File: src/rtl/mmio_pkg.sv
// -----------------------------------------------------------------------------
// mmio_pkg
// Shared constants for the MMIO controller: register offsets within the MMIO
// window (decoded from addr[7:0]), status-register bit positions and a helper
// that assembles the status word.
// -----------------------------------------------------------------------------
package mmio_pkg;

  // Register offsets (byte address bits [7:0])
  localparam logic [7:0] OFF_STATUS  = 8'h00;  // R : status
  localparam logic [7:0] OFF_RX_DATA = 8'h04;  // R : RX head byte, pops FIFO
  localparam logic [7:0] OFF_TX_DATA = 8'h08;  // W : TX holding register
  localparam logic [7:0] OFF_CYCLE   = 8'h10;  // R : cycle counter
  localparam logic [7:0] OFF_INSTR   = 8'h14;  // R : retired-instruction counter
  localparam logic [7:0] OFF_CNT_CLR = 8'h18;  // W : zero both counters

  // Status register bit positions
  localparam int STAT_TX_FREE_BIT  = 0;
  localparam int STAT_RX_AVAIL_BIT = 1;

  // Status word: TX holding register free, RX FIFO holds data; all else 0.
  function automatic logic [31:0] status_word(input logic tx_free,
                                              input logic rx_avail);
    logic [31:0] w;
    w                    = '0;
    w[STAT_TX_FREE_BIT]  = tx_free;
    w[STAT_RX_AVAIL_BIT] = rx_avail;
    return w;
  endfunction

endpackage : mmio_pkg

File: src/rtl/mmio_fifo.sv
// -----------------------------------------------------------------------------
// mmio_fifo
// Synchronous first-word-fall-through FIFO. dout always shows the head entry
// (undefined when empty). Push while full and pop while empty are ignored, so
// callers may gate loosely. Simultaneous push and pop are both honoured when
// neither guard blocks them.
//
// Parameters:
//   DEPTH  number of entries (power of two, >= 2)
//   WIDTH  entry width in bits
// Ports:
//   clk    in   clock
//   reset  in   synchronous active-high reset (empties the FIFO)
//   push   in   write din this cycle
//   pop    in   discard head entry this cycle
//   din    in   WIDTH  write data
//   dout   out  WIDTH  head entry
//   full   out  all DEPTH entries occupied
//   empty  out  no entries occupied
// -----------------------------------------------------------------------------
module mmio_fifo #(
  parameter int DEPTH = 4,
  parameter int WIDTH = 8
) (
  input  logic             clk,
  input  logic             reset,
  input  logic             push,
  input  logic             pop,
  input  logic [WIDTH-1:0] din,
  output logic [WIDTH-1:0] dout,
  output logic             full,
  output logic             empty
);

  localparam int             AW       = $clog2(DEPTH);
  localparam logic [AW:0]    FULL_CNT = DEPTH[AW:0];

  logic [WIDTH-1:0] r_mem [DEPTH];
  logic [AW-1:0]    r_wr_ptr;
  logic [AW-1:0]    r_rd_ptr;
  logic [AW:0]      r_count;

  logic w_do_push;
  logic w_do_pop;

  assign full      = (r_count == FULL_CNT);
  assign empty     = (r_count == '0);
  assign w_do_push = push & ~full;
  assign w_do_pop  = pop & ~empty;
  assign dout      = r_mem[r_rd_ptr];

  // NOTE: sequential state uses non-blocking (<=) so every flop samples the
  // pre-edge values of its neighbours, matching real hardware.
  always_ff @(posedge clk) begin
    if (reset) begin
      r_wr_ptr <= '0;
      r_rd_ptr <= '0;
      r_count  <= '0;
    end else begin
      // Pointers are AW bits wide, so they wrap modulo DEPTH on their own.
      if (w_do_push) r_wr_ptr <= r_wr_ptr + AW'(1);
      if (w_do_pop)  r_rd_ptr <= r_rd_ptr + AW'(1);
      case ({w_do_push, w_do_pop})
        2'b10:   r_count <= r_count + (AW+1)'(1);
        2'b01:   r_count <= r_count - (AW+1)'(1);
        default: r_count <= r_count;
      endcase
    end
  end

  // NOTE: storage is deliberately not reset; the pointers and count define
  // which entries are valid, so stale contents are never observed.
  always_ff @(posedge clk) begin
    if (w_do_push) r_mem[r_wr_ptr] <= din;
  end

endmodule : mmio_fifo

File: src/rtl/mmio_ctrl.sv
// -----------------------------------------------------------------------------
// mmio_ctrl
// Memory-mapped I/O block in parallel with the data memory. Decodes the
// EX-stage access, owns the UART TX holding register, the RX byte FIFO and the
// cycle / retired-instruction counters, and returns registered read data one
// cycle after the load, aligned with the data BRAM.
//
// Parameters:
//   RX_DEPTH          RX FIFO entries (power of two, >= 2)
//   MMIO_BASE_NIBBLE  addr[31:28] value selecting MMIO space
// Ports:
//   clk            in   core clock
//   reset          in   synchronous active-high reset
//   addr           in   32  EX-stage byte address
//   wdata          in   32  store data
//   wea            in   4   byte write enables (any set = store)
//   re             in   load in EX this cycle
//   instr_retire   in   one pulse per retiring non-bubble instruction
//   io_sel         out  previous load hit MMIO (top-level read mux select)
//   rdata          out  32  registered MMIO read data
//   uart_tx_data   out  8   byte to UART transmitter
//   uart_tx_valid  out  TX holding register full
//   uart_tx_ready  in   transmitter accepts byte
//   uart_rx_data   in   8   received byte
//   uart_rx_valid  in   receiver has a byte
//   uart_rx_ready  out  RX FIFO not full
// -----------------------------------------------------------------------------
module mmio_ctrl
  import mmio_pkg::*;
#(
  parameter int         RX_DEPTH         = 4,
  parameter logic [3:0] MMIO_BASE_NIBBLE = 4'h8
) (
  input  logic        clk,
  input  logic        reset,
  input  logic [31:0] addr,
  input  logic [31:0] wdata,
  input  logic [3:0]  wea,
  input  logic        re,
  input  logic        instr_retire,
  output logic        io_sel,
  output logic [31:0] rdata,
  output logic [7:0]  uart_tx_data,
  output logic        uart_tx_valid,
  input  logic        uart_tx_ready,
  input  logic [7:0]  uart_rx_data,
  input  logic        uart_rx_valid,
  output logic        uart_rx_ready
);

  // ---------------------------------------------------------------------------
  // Registers
  // ---------------------------------------------------------------------------
  logic [31:0] r_rdata;
  logic        r_io_sel;
  logic [7:0]  r_tx_data;
  logic        r_tx_valid;
  logic [31:0] r_cycle_cnt;
  logic [31:0] r_instr_cnt;

  // ---------------------------------------------------------------------------
  // Address decode
  // ---------------------------------------------------------------------------
  logic       w_hit;
  logic       w_store;
  logic       w_load;
  logic [7:0] w_off;

  assign w_hit   = (addr[31:28] == MMIO_BASE_NIBBLE);
  assign w_store = w_hit & (|wea);
  assign w_load  = w_hit & re;
  assign w_off   = addr[7:0];

  // Address bits between the window nibble and the offset byte, and the upper
  // store-data bits, are don't-care for this block.
  logic w_unused;
  assign w_unused = &{1'b0, addr[27:8], wdata[31:8]};

  // ---------------------------------------------------------------------------
  // RX FIFO
  // ---------------------------------------------------------------------------
  logic       w_rx_full;
  logic       w_rx_empty;
  logic [7:0] w_rx_head;
  logic       w_rx_push;
  logic       w_rx_pop;

  // Ready depends only on occupancy: when full, a same-cycle pop does not
  // open the door, so the sender sees a clean, valid-independent ready.
  assign uart_rx_ready = ~w_rx_full;
  assign w_rx_push     = uart_rx_valid & ~w_rx_full;
  // A load of RX data while empty returns 0 and leaves the FIFO alone, even if
  // a byte is being pushed in that same cycle.
  assign w_rx_pop      = w_load & (w_off == OFF_RX_DATA) & ~w_rx_empty;

  mmio_fifo #(
    .DEPTH (RX_DEPTH),
    .WIDTH (8)
  ) u_rx_fifo (
    .clk   (clk),
    .reset (reset),
    .push  (w_rx_push),
    .pop   (w_rx_pop),
    .din   (uart_rx_data),
    .dout  (w_rx_head),
    .full  (w_rx_full),
    .empty (w_rx_empty)
  );

  // ---------------------------------------------------------------------------
  // TX holding register
  // ---------------------------------------------------------------------------
  logic w_tx_store;
  logic w_tx_done;
  logic w_tx_accept;

  assign w_tx_store  = w_store & (w_off == OFF_TX_DATA);
  assign w_tx_done   = r_tx_valid & uart_tx_ready;
  // The register is free either when empty or when its byte leaves this very
  // cycle, so a store coinciding with the handshake is not lost.
  assign w_tx_accept = w_tx_store & (~r_tx_valid | w_tx_done);

  always_ff @(posedge clk) begin
    if (reset) begin
      r_tx_valid <= 1'b0;
      r_tx_data  <= '0;
    end else if (w_tx_accept) begin
      r_tx_valid <= 1'b1;
      r_tx_data  <= wdata[7:0];
    end else if (w_tx_done) begin
      r_tx_valid <= 1'b0;
    end
  end

  assign uart_tx_valid = r_tx_valid;
  assign uart_tx_data  = r_tx_data;

  // ---------------------------------------------------------------------------
  // Cycle and retired-instruction counters
  // ---------------------------------------------------------------------------
  logic w_cnt_clr;
  assign w_cnt_clr = w_store & (w_off == OFF_CNT_CLR);

  always_ff @(posedge clk) begin
    if (reset || w_cnt_clr) begin
      // Clear wins over the same-cycle increment.
      r_cycle_cnt <= '0;
      r_instr_cnt <= '0;
    end else begin
      r_cycle_cnt <= r_cycle_cnt + 32'd1;
      if (instr_retire) r_instr_cnt <= r_instr_cnt + 32'd1;
    end
  end

  // ---------------------------------------------------------------------------
  // Read mux (state as of this cycle, before this cycle's updates)
  // ---------------------------------------------------------------------------
  logic [31:0] w_rd_val;

  // NOTE: the default assignment first guarantees every path drives w_rd_val,
  // so no latch is inferred for offsets the case does not list.
  always_comb begin
    w_rd_val = '0;
    case (w_off)
      OFF_STATUS:  w_rd_val = status_word(~r_tx_valid, ~w_rx_empty);
      OFF_RX_DATA: w_rd_val = w_rx_empty ? 32'd0 : {24'd0, w_rx_head};
      OFF_CYCLE:   w_rd_val = r_cycle_cnt;
      OFF_INSTR:   w_rd_val = r_instr_cnt;
      default:     w_rd_val = '0;
    endcase
  end

  // Any load updates the read registers; a non-MMIO load drops io_sel so the
  // top-level mux selects the data memory. Between loads the values hold.
  always_ff @(posedge clk) begin
    if (reset) begin
      r_rdata  <= '0;
      r_io_sel <= 1'b0;
    end else if (re) begin
      r_io_sel <= w_hit;
      r_rdata  <= w_load ? w_rd_val : 32'd0;
    end
  end

  assign rdata  = r_rdata;
  assign io_sel = r_io_sel;

endmodule : mmio_ctrl

File: config.mk
export PLATFORM = sky130hd
export DESIGN_NAME = mmio_ctrl
export DESIGN_NICKNAME = d
export VERILOG_FILES = /design/src/rtl/mmio_pkg.sv /design/src/rtl/mmio_fifo.sv /design/src/rtl/mmio_ctrl.sv
export SDC_FILE = /design/constraint.sdc
export NUM_CORES = 1
export LEC_CHECK = 0
export CAP_MARGIN = 20
export CORE_MARGIN = 4
export CORE_UTILIZATION = 31
export DETAILED_ROUTE_END_ITERATION = 10
export DONT_BUFFER_PORTS = 1
export HOLD_SLACK_MARGIN = 0.06
export MAX_ROUTING_LAYER = met4
export RECOVER_POWER = 50
export SLEW_MARGIN = 25
export SYNTH_ARGS = -nofsm -noshare
export SYNTH_HDL_FRONTEND = slang
export SYNTH_SLANG_ARGS = --single-unit
File: constraint.sdc
create_clock -name clk -period 2.3 [get_ports clk]
set_clock_uncertainty 0.1 [all_clocks]
set_input_delay 0.345 -clock clk [delete_from_list [all_inputs] [get_ports clk]]
set_output_delay 0.345 -clock clk [all_outputs]
set_load 0.05 [all_outputs]
; ---- After elaboration in Yosys (flattened, before gate mapping)
; Memory sizes are Yosys's and may differ from the RTL's. A register that Yosys moved wholly into a read port is not among the register bits.
; Index checks and enable logic that the tools add are counted.
; Widths: inputs -> output; s select.
[word_totals]
register_bits = 113
mem_bits_rw = 32
in_bits = 82
out_inout_bits = 43
word_cells = 56
n_memories = 1
[mem_list]
columns = name, depth, width, read_ports, rd_ports_with_merged_regs, write_ports, line_no
row1 = u_rx_fifo.r_mem, 4, 8, 1, 1, 1, mmio_fifo.sv:38  ; logic [WIDTH-1:0] r_mem [DEPTH];
[classes]
n_addsub = 6
eq_ne = 9
n_mux = 10
bitwise = 15
n_reduce_logical = 6
[op_table]
columns = operator, count
row1 = $pmux 32 s4, 1
row2 = $add 32x1->32 const B, 2
row3 = $mux 32, 1
row4 = $eq 8x5->1 const B, 3
row5 = $and 1x1->1, 11
row6 = $eq 8x3->1 const B, 1
row7 = $eq 8x4->1 const B, 1
row8 = $logic_not 8->1, 1
row9 = $mux 8, 1
row10 = $pmux 3 s2, 1
row11 = $add 2x1->2 const B, 2
row12 = $eq 4x4->1 const B, 1
row13 = $mux 1, 4
row14 = $mux 2, 2
row15 = $reduce_bool 2->1, 2
row16 = $reduce_or 4->1, 1
row17 = $add 3x1->3 const B, 1
row18 = $eq 3x3->1 const B, 1
row19 = $logic_not 3->1, 1
row20 = $not 1->1, 3
row21 = $sub 3x1->3 const B, 1
row22 = $eq 2x1->1 const B, 1
row23 = $eq 2x2->1 const B, 1
row24 = $logic_or 1x1->1, 1
row25 = $or 1x1->1, 1

; ---- Depth between registers and ports, before layout
[depth]
depth_word = 7
mapped_depth = 9
mapped_depth_nobuf = 8

; ---- Cells and area by module
; From an unflattened synthesis, not the netlist that was laid out.
[unflattened]
hier_cells = 675
hier_area_um2 = 6633.9
[by_module_without_submodules]
columns = mod, instances, cells_each, area_each_um2, seq_area_each_um2
row1 = mmio_ctrl, 1, 579, 4998.5, 2122.0
row2 = mmio_fifo, 1, 96, 1635.3, 1141.1

; ---- Least setup slack after synthesis
; No wires, ideal clock.
[synth_path]
path_type = input -> register
start = in addr[29]
end = reg u_rx_fifo.r_count[2]
setup_ns = 0.070
t_arrival_ns = 2.321
required_time_ns = 2.130
setup_slack_ns = -0.191
stages = 8
n_path_buf = 0
path_cell_list = or4b_1 > or3_4 > nor2_1 > ha_1 > fa_1 > xnor2_1 > or3_1 > a21oi_1
[synth_via]
elab_chain_len = 7
elab_cells_between_ends = 9
classes_between = 3 x eq/ne / 1 x mux / 4 x bitwise / 1 x reduce/logical
[synth_lines]
columns = item, line_no
row1 = "start, declared", mmio_ctrl.sv:36  ; input logic [31:0] addr,
row2 = $eq 4x4->1 *, mmio_ctrl.sv:69  ; assign w_hit = (addr[31:28] == MMIO_BASE_NIBBLE);
row3 = $and 1x1->1 *, mmio_ctrl.sv:71  ; assign w_load = w_hit & re;
row4 = $and 1x1->1 * (2 in series), mmio_ctrl.sv:94  ; assign w_rx_pop = w_load & (w_off == OFF_RX_DATA) & ~w_rx_empty;
row5 = $and 1x1->1 *, mmio_fifo.sv:49  ; assign w_do_pop = pop & ~empty;
row6 = net u_rx_fifo.w_do_pop, mmio_fifo.sv:44  ; logic w_do_pop;
row7 = $eq 2x1->1 / $eq 2x2->1 (equally long branches), mmio_fifo.sv:63  ; case ({w_do_push, w_do_pop})
row8 = $pmux 3 s2 / $reduce_bool 2->1 (equally long branches), --
row9 = "end signal, assigned", mmio_fifo.sv:64  ; 2'b10: r_count <= r_count + (AW+1)'(1);
row10 = "end signal, assigned", mmio_fifo.sv:65  ; 2'b01: r_count <= r_count - (AW+1)'(1);
row11 = "end signal, assigned", mmio_fifo.sv:66  ; default: r_count <= r_count;
row12 = "end, declared", mmio_fifo.sv:41  ; logic [AW:0] r_count;
; The timed path passes the listed nets; every way through them passes the cells marked *.
; A chain may end at the register's enable or synchronous reset.

; ---- Worst setup path in the final report
[layout_path]
start = reg u_rx_fifo.r_count[0]
end = reg u_rx_fifo.r_count[2]
[layout_via]
elab_chain_len = 6
elab_cells_between_ends = 14
classes_between = 2 x add/sub / 3 x eq/ne / 1 x mux / 6 x bitwise / 2 x reduce/logical
[layout_lines]
columns = item, line_no
row1 = $logic_not 3->1 *, mmio_fifo.sv:47  ; assign empty = (r_count == '0);
row2 = $not 1->1 *, "mmio_fifo.sv:49, mmio_ctrl.sv:94"
row3 = $and 1x1->1, mmio_ctrl.sv:94
row4 = $and 1x1->1 *, mmio_fifo.sv:49
row5 = net u_rx_fifo.w_do_pop, mmio_fifo.sv:44
row6 = $eq 2x1->1 / $eq 2x2->1 (equally long branches), mmio_fifo.sv:63
row7 = $pmux 3 s2 / $reduce_bool 2->1 (equally long branches), --
; Marked as above.

==> results.md <==
* Outcome: finished, final reports clean
* DIE WIDTH at 155.1 microns
* Post-route clock period utilization at 94.33%
* Reg2reg setup slack at 0.13 ns
* Commonest non-fill, non-tap cell in the layout: dfxtp_1
* CP delay by family, top: simple AND/OR/NAND/NOR gates
* DRC Markers at 0
* Postcts setup bufs at 0
* Final setup margin at 0.1303 ns
* DR vias/cell at 5.122
* Final global-route overflow total at 0
* First-pass GRT wire length at 26900 microns
* Non-Filler Instances at 1014
* Total of max-cap violations at 0
* Longest Clk Path Bufs at 2
* RR Startpoint: u_rx_fifo.r_count[0]$_SDFFE_PP0P_
* Post-DP Area at 7162 sq um
* Maximum VDD drop at 0.4176 mV
* Layout Nets at 816
* Layout cells sized above 1 at 12.99%
* Cells on Worst Hold Path at 3
* Dpl cells at 960
* Asr flop ratio synth at 0%
* Setup crit end kind: flop
* Power Density at 729.9 nW/um^2
* Cell chosen for the clock root: clkbuf_16
* Clock Sinks at 147
* Logic pwr share at 4.1%
* Internal power at 4.436 mW
* Ys Warns at 0
* Initial antenna violation count at 1
* Number of DRC markers in iteration 0 at 288
* TritonRoute pass-1 iters at 4
* Worst EP required at 2.56 ns
* Mapped Area at 6708 sq um
* Slew margin rel. at 29.50%
* Final WL at 16500 microns
* CTS tree: done
* Worst slew pin tran at 1.058 ns
* Layout area overhead at 18.50%
* Dpl hpwl at 11110 microns
* Final antenna-violating net count at 0
* # diodes at 0
* Final setup vio count at 0
* Post-placement setup slack at -0.1515 ns
* Hold Path Class: input pin to flop
* Starting Density at 31.71%
* Finished Cell Area at 7949 sq um
* Full die area at 24050 sq um
* Largest net degree at the start of global routing at 50
* Die Ht at 155.1 microns
* Netlist cell types at 48
* FMAX at 460.9 MHz
* Row count at 53
* Clock share of power at 49.3%
* Clock insertion delay at the later pin of the skew report at 0.43 ns
* Tmin final at 2.170 ns
* Final Util at 37.58%
* Number of global-route vias before repair at 5080
* Core area at 21150 sq um
* Count of final hold-check violations at 0
* Critical Path Fanout Max at 4
* Nature of the critical path startpoint: flop
* Unrepaired setup endpoints after global routing: false
* Data arrival, critical path at 2.43 ns
* Switching share of power at 23.54%
* Worst path slowest cell: or3_4
* Routed wire per std cell at 16.27 microns
* Cell breakdown of the critical path: or3_4, nand2_1, nor2_1, ha_2, fa_2, xnor2_1, or3_1, a21oi_1
* CP Class: flop to flop
* Flop pwr share at 46.6%
* Vias at 5194
* Top_reg_cell synth: dfxtp_1
* Reg2Reg Capture Point: u_rx_fifo.r_count[2]$_SDFFE_PP0P_
* IO buf count at 0
* Synth Instances at 694
* H-tree level count at 4
* Post-synth EDFFs at 32
* Io pins at 125
* Yosys reg bits at 147
* CP max stage delay at 0.38 ns
* Seq/Total Area, Yosys at 48.65%
* GRT Total Usage at 14.40%
* Register-to-Register Path Depth at 8
* CTS Buf Count at 17
* RD Place Congestion at 0.7944
* Most frequent cells in the layout: 115 x dfxtp_1, 62 x a21oi_1, 60 x nor2_1, 53 x nand2_1, 34 x nand3_1
* Syn Area/Cell at 9.665 sq um
* Syn nets at 784
* CTS clock-pin slew for the worst setup and hold paths at 0.06 ns
* Hold Path Origin: instr_retire
* End of the worst hold path: r_instr_cnt[3]$_SDFFE_PP0P_
* Critical path buffers and inverters at 0
* Max Slew Vio Count at 0
* Sw power at 1.366 mW
* Leakage at 2.661 nW
-- cells in the mapped netlist, types with 2 or more instances --
master / count / share of area [%]
a21oi_1: 62 / 4.6
mux4_2: 8 / 2.7
dfxtp_1: 115 / 34
a22oi_1: 6 / 0.67
edfxtp_1: 32 / 14
ha_1: 7 / 1.3
nand2b_1: 15 / 1.4
and3_1: 12 / 1.1
nand3_1: 34 / 2.5
nand4_1: 19 / 1.8
o21ai_0: 23 / 1.7
xnor2_1: 15 / 2.0
nor4b_1: 3 / 0.39
o31ai_1: 14 / 1.6
mux2_2: 22 / 3.7
nor3_1: 4 / 0.30
buf_2: 7 / 0.52
mux2i_1: 17 / 2.5
nor2_1: 60 / 3.4
xor2_1: 11 / 1.4
o211ai_1: 2 / 0.22
o221ai_1: 5 / 0.65
nor2b_1: 22 / 2.1
and2b_1: 4 / 0.45
and2_1: 7 / 0.65
inv_1: 15 / 0.84
and4_1: 10 / 1.3
or3_1: 14 / 1.3
nand2_1: 53 / 3.0
or4_1: 15 / 1.7
buf_1: 3 / 0.17
nor4_1: 18 / 1.7
clkbuf_1: 25 / 1.4
-- how the worst max path moves through the flow --
stage	start	to	slack, ns	cells after the start
finish	u_rx_fifo.r_count[0]$_SDFFE_PP0P_	u_rx_fifo.r_count[2]$_SDFFE_PP0P_	0.13	8
global route	r_cycle_cnt[0]$_SDFF_PP0_	r_cycle_cnt[22]$_SDFF_PP0_	0.008	5
CTS	u_rx_fifo.r_count[0]$_SDFFE_PP0P_	u_rx_fifo.r_count[2]$_SDFFE_PP0P_	0.09	8
detailed placement	addr[30]	u_rx_fifo.r_count[2]$_SDFFE_PP0P_	-0.15	8
global placement	addr[30]	u_rx_fifo.r_count[2]$_SDFFE_PP0P_	-0.13	8
floorplan	addr[30]	u_rx_fifo.r_count[2]$_SDFFE_PP0P_	-0.14	8
-- through the flow --
| step | total power [mW] | TNS (ns) | hold slack (ns) |
|---|---|---|---|
| 2_1_floorplan | 2.913 | -0.2622 | 0.3392 |
| 3_3_place_gp | 2.940 | -0.2262 | 0.3208 |
| 3_5_place_dp | 2.944 | -0.2662 | 0.3213 |
| 4_1_cts | 5.854 | 0 | 0.06120 |
| 5_1_grt | 6.007 | 0 | 0.07003 |
| 6_report | 5.802 | 0 | 0.07602 |
-- layout make-up --
type | count | area [sq um]
clock buffer | 17 | 425.4
tap | 275 | 344.1
sequential | 147 | 3263
multi-input combinational | 496 | 3269
timing repair buffer | 49 | 409.1
fill | 2087 | 13210
clock inverter | 15 | 181.4
inverter | 15 | 56.30
-- registers in the layout, summed over array words and instances, names as in the netlist, named ones only --
register            count
u_rx_fifo.r_count       3
r_instr_cnt            32
u_rx_fifo.r_rd_ptr      2
u_rx_fifo.r_mem        32
uart_tx_valid           1
r_cycle_cnt            32
uart_tx_data            8
io_sel                  1
u_rx_fifo.r_wr_ptr      2
rdata                  32
-- cell families after synthesis --
logic type / Yosys count / share of synthesized area (%)
simple gates: 299 / 24.44
flops: 147 / 48.65
compound gates: 116 / 9.998
buf+inv: 51 / 3.003
mux: 47 / 8.916
xor+xnor: 26 / 3.395
fa+ha+maj: 8 / 1.604
-- power by group through the flow --
| stage | combinational [mW] | clock [mW] | sequential [mW] |
|---|---|---|---|
| 2_1_floorplan | 0.156 | 0 | 2.76 |
| 3_3_place_gp | 0.180 | 0 | 2.76 |
| 3_5_place_dp | 0.183 | 0 | 2.76 |
| 4_1_cts | 0.244 | 2.91 | 2.70 |
| 5_1_grt | 0.266 | 3.03 | 2.71 |
| 6_report | 0.238 | 2.86 | 2.70 |
-- what timing repair did --
item,CTS,global route
gates resized for setup,0,1
setup endpoints to repair,0,1
endpoints found under the hold margin,80,0
hold buffers,22,0
-- worst min-delay path: stages --
cell,delay (ns)
nand4_1,0.08
xor2_1,0.06
nor2_1,0.08
-- metal layers --
metal	vias up	share of wire, %	track usage (%)
met5	-	0	-
met3	19	4.9	3.700
met1	2466	44	17.55
met2	112	49	22.92
li1	2597	-	-
met4	0	2.1	5.635
(Power assumes the default switching activity.)
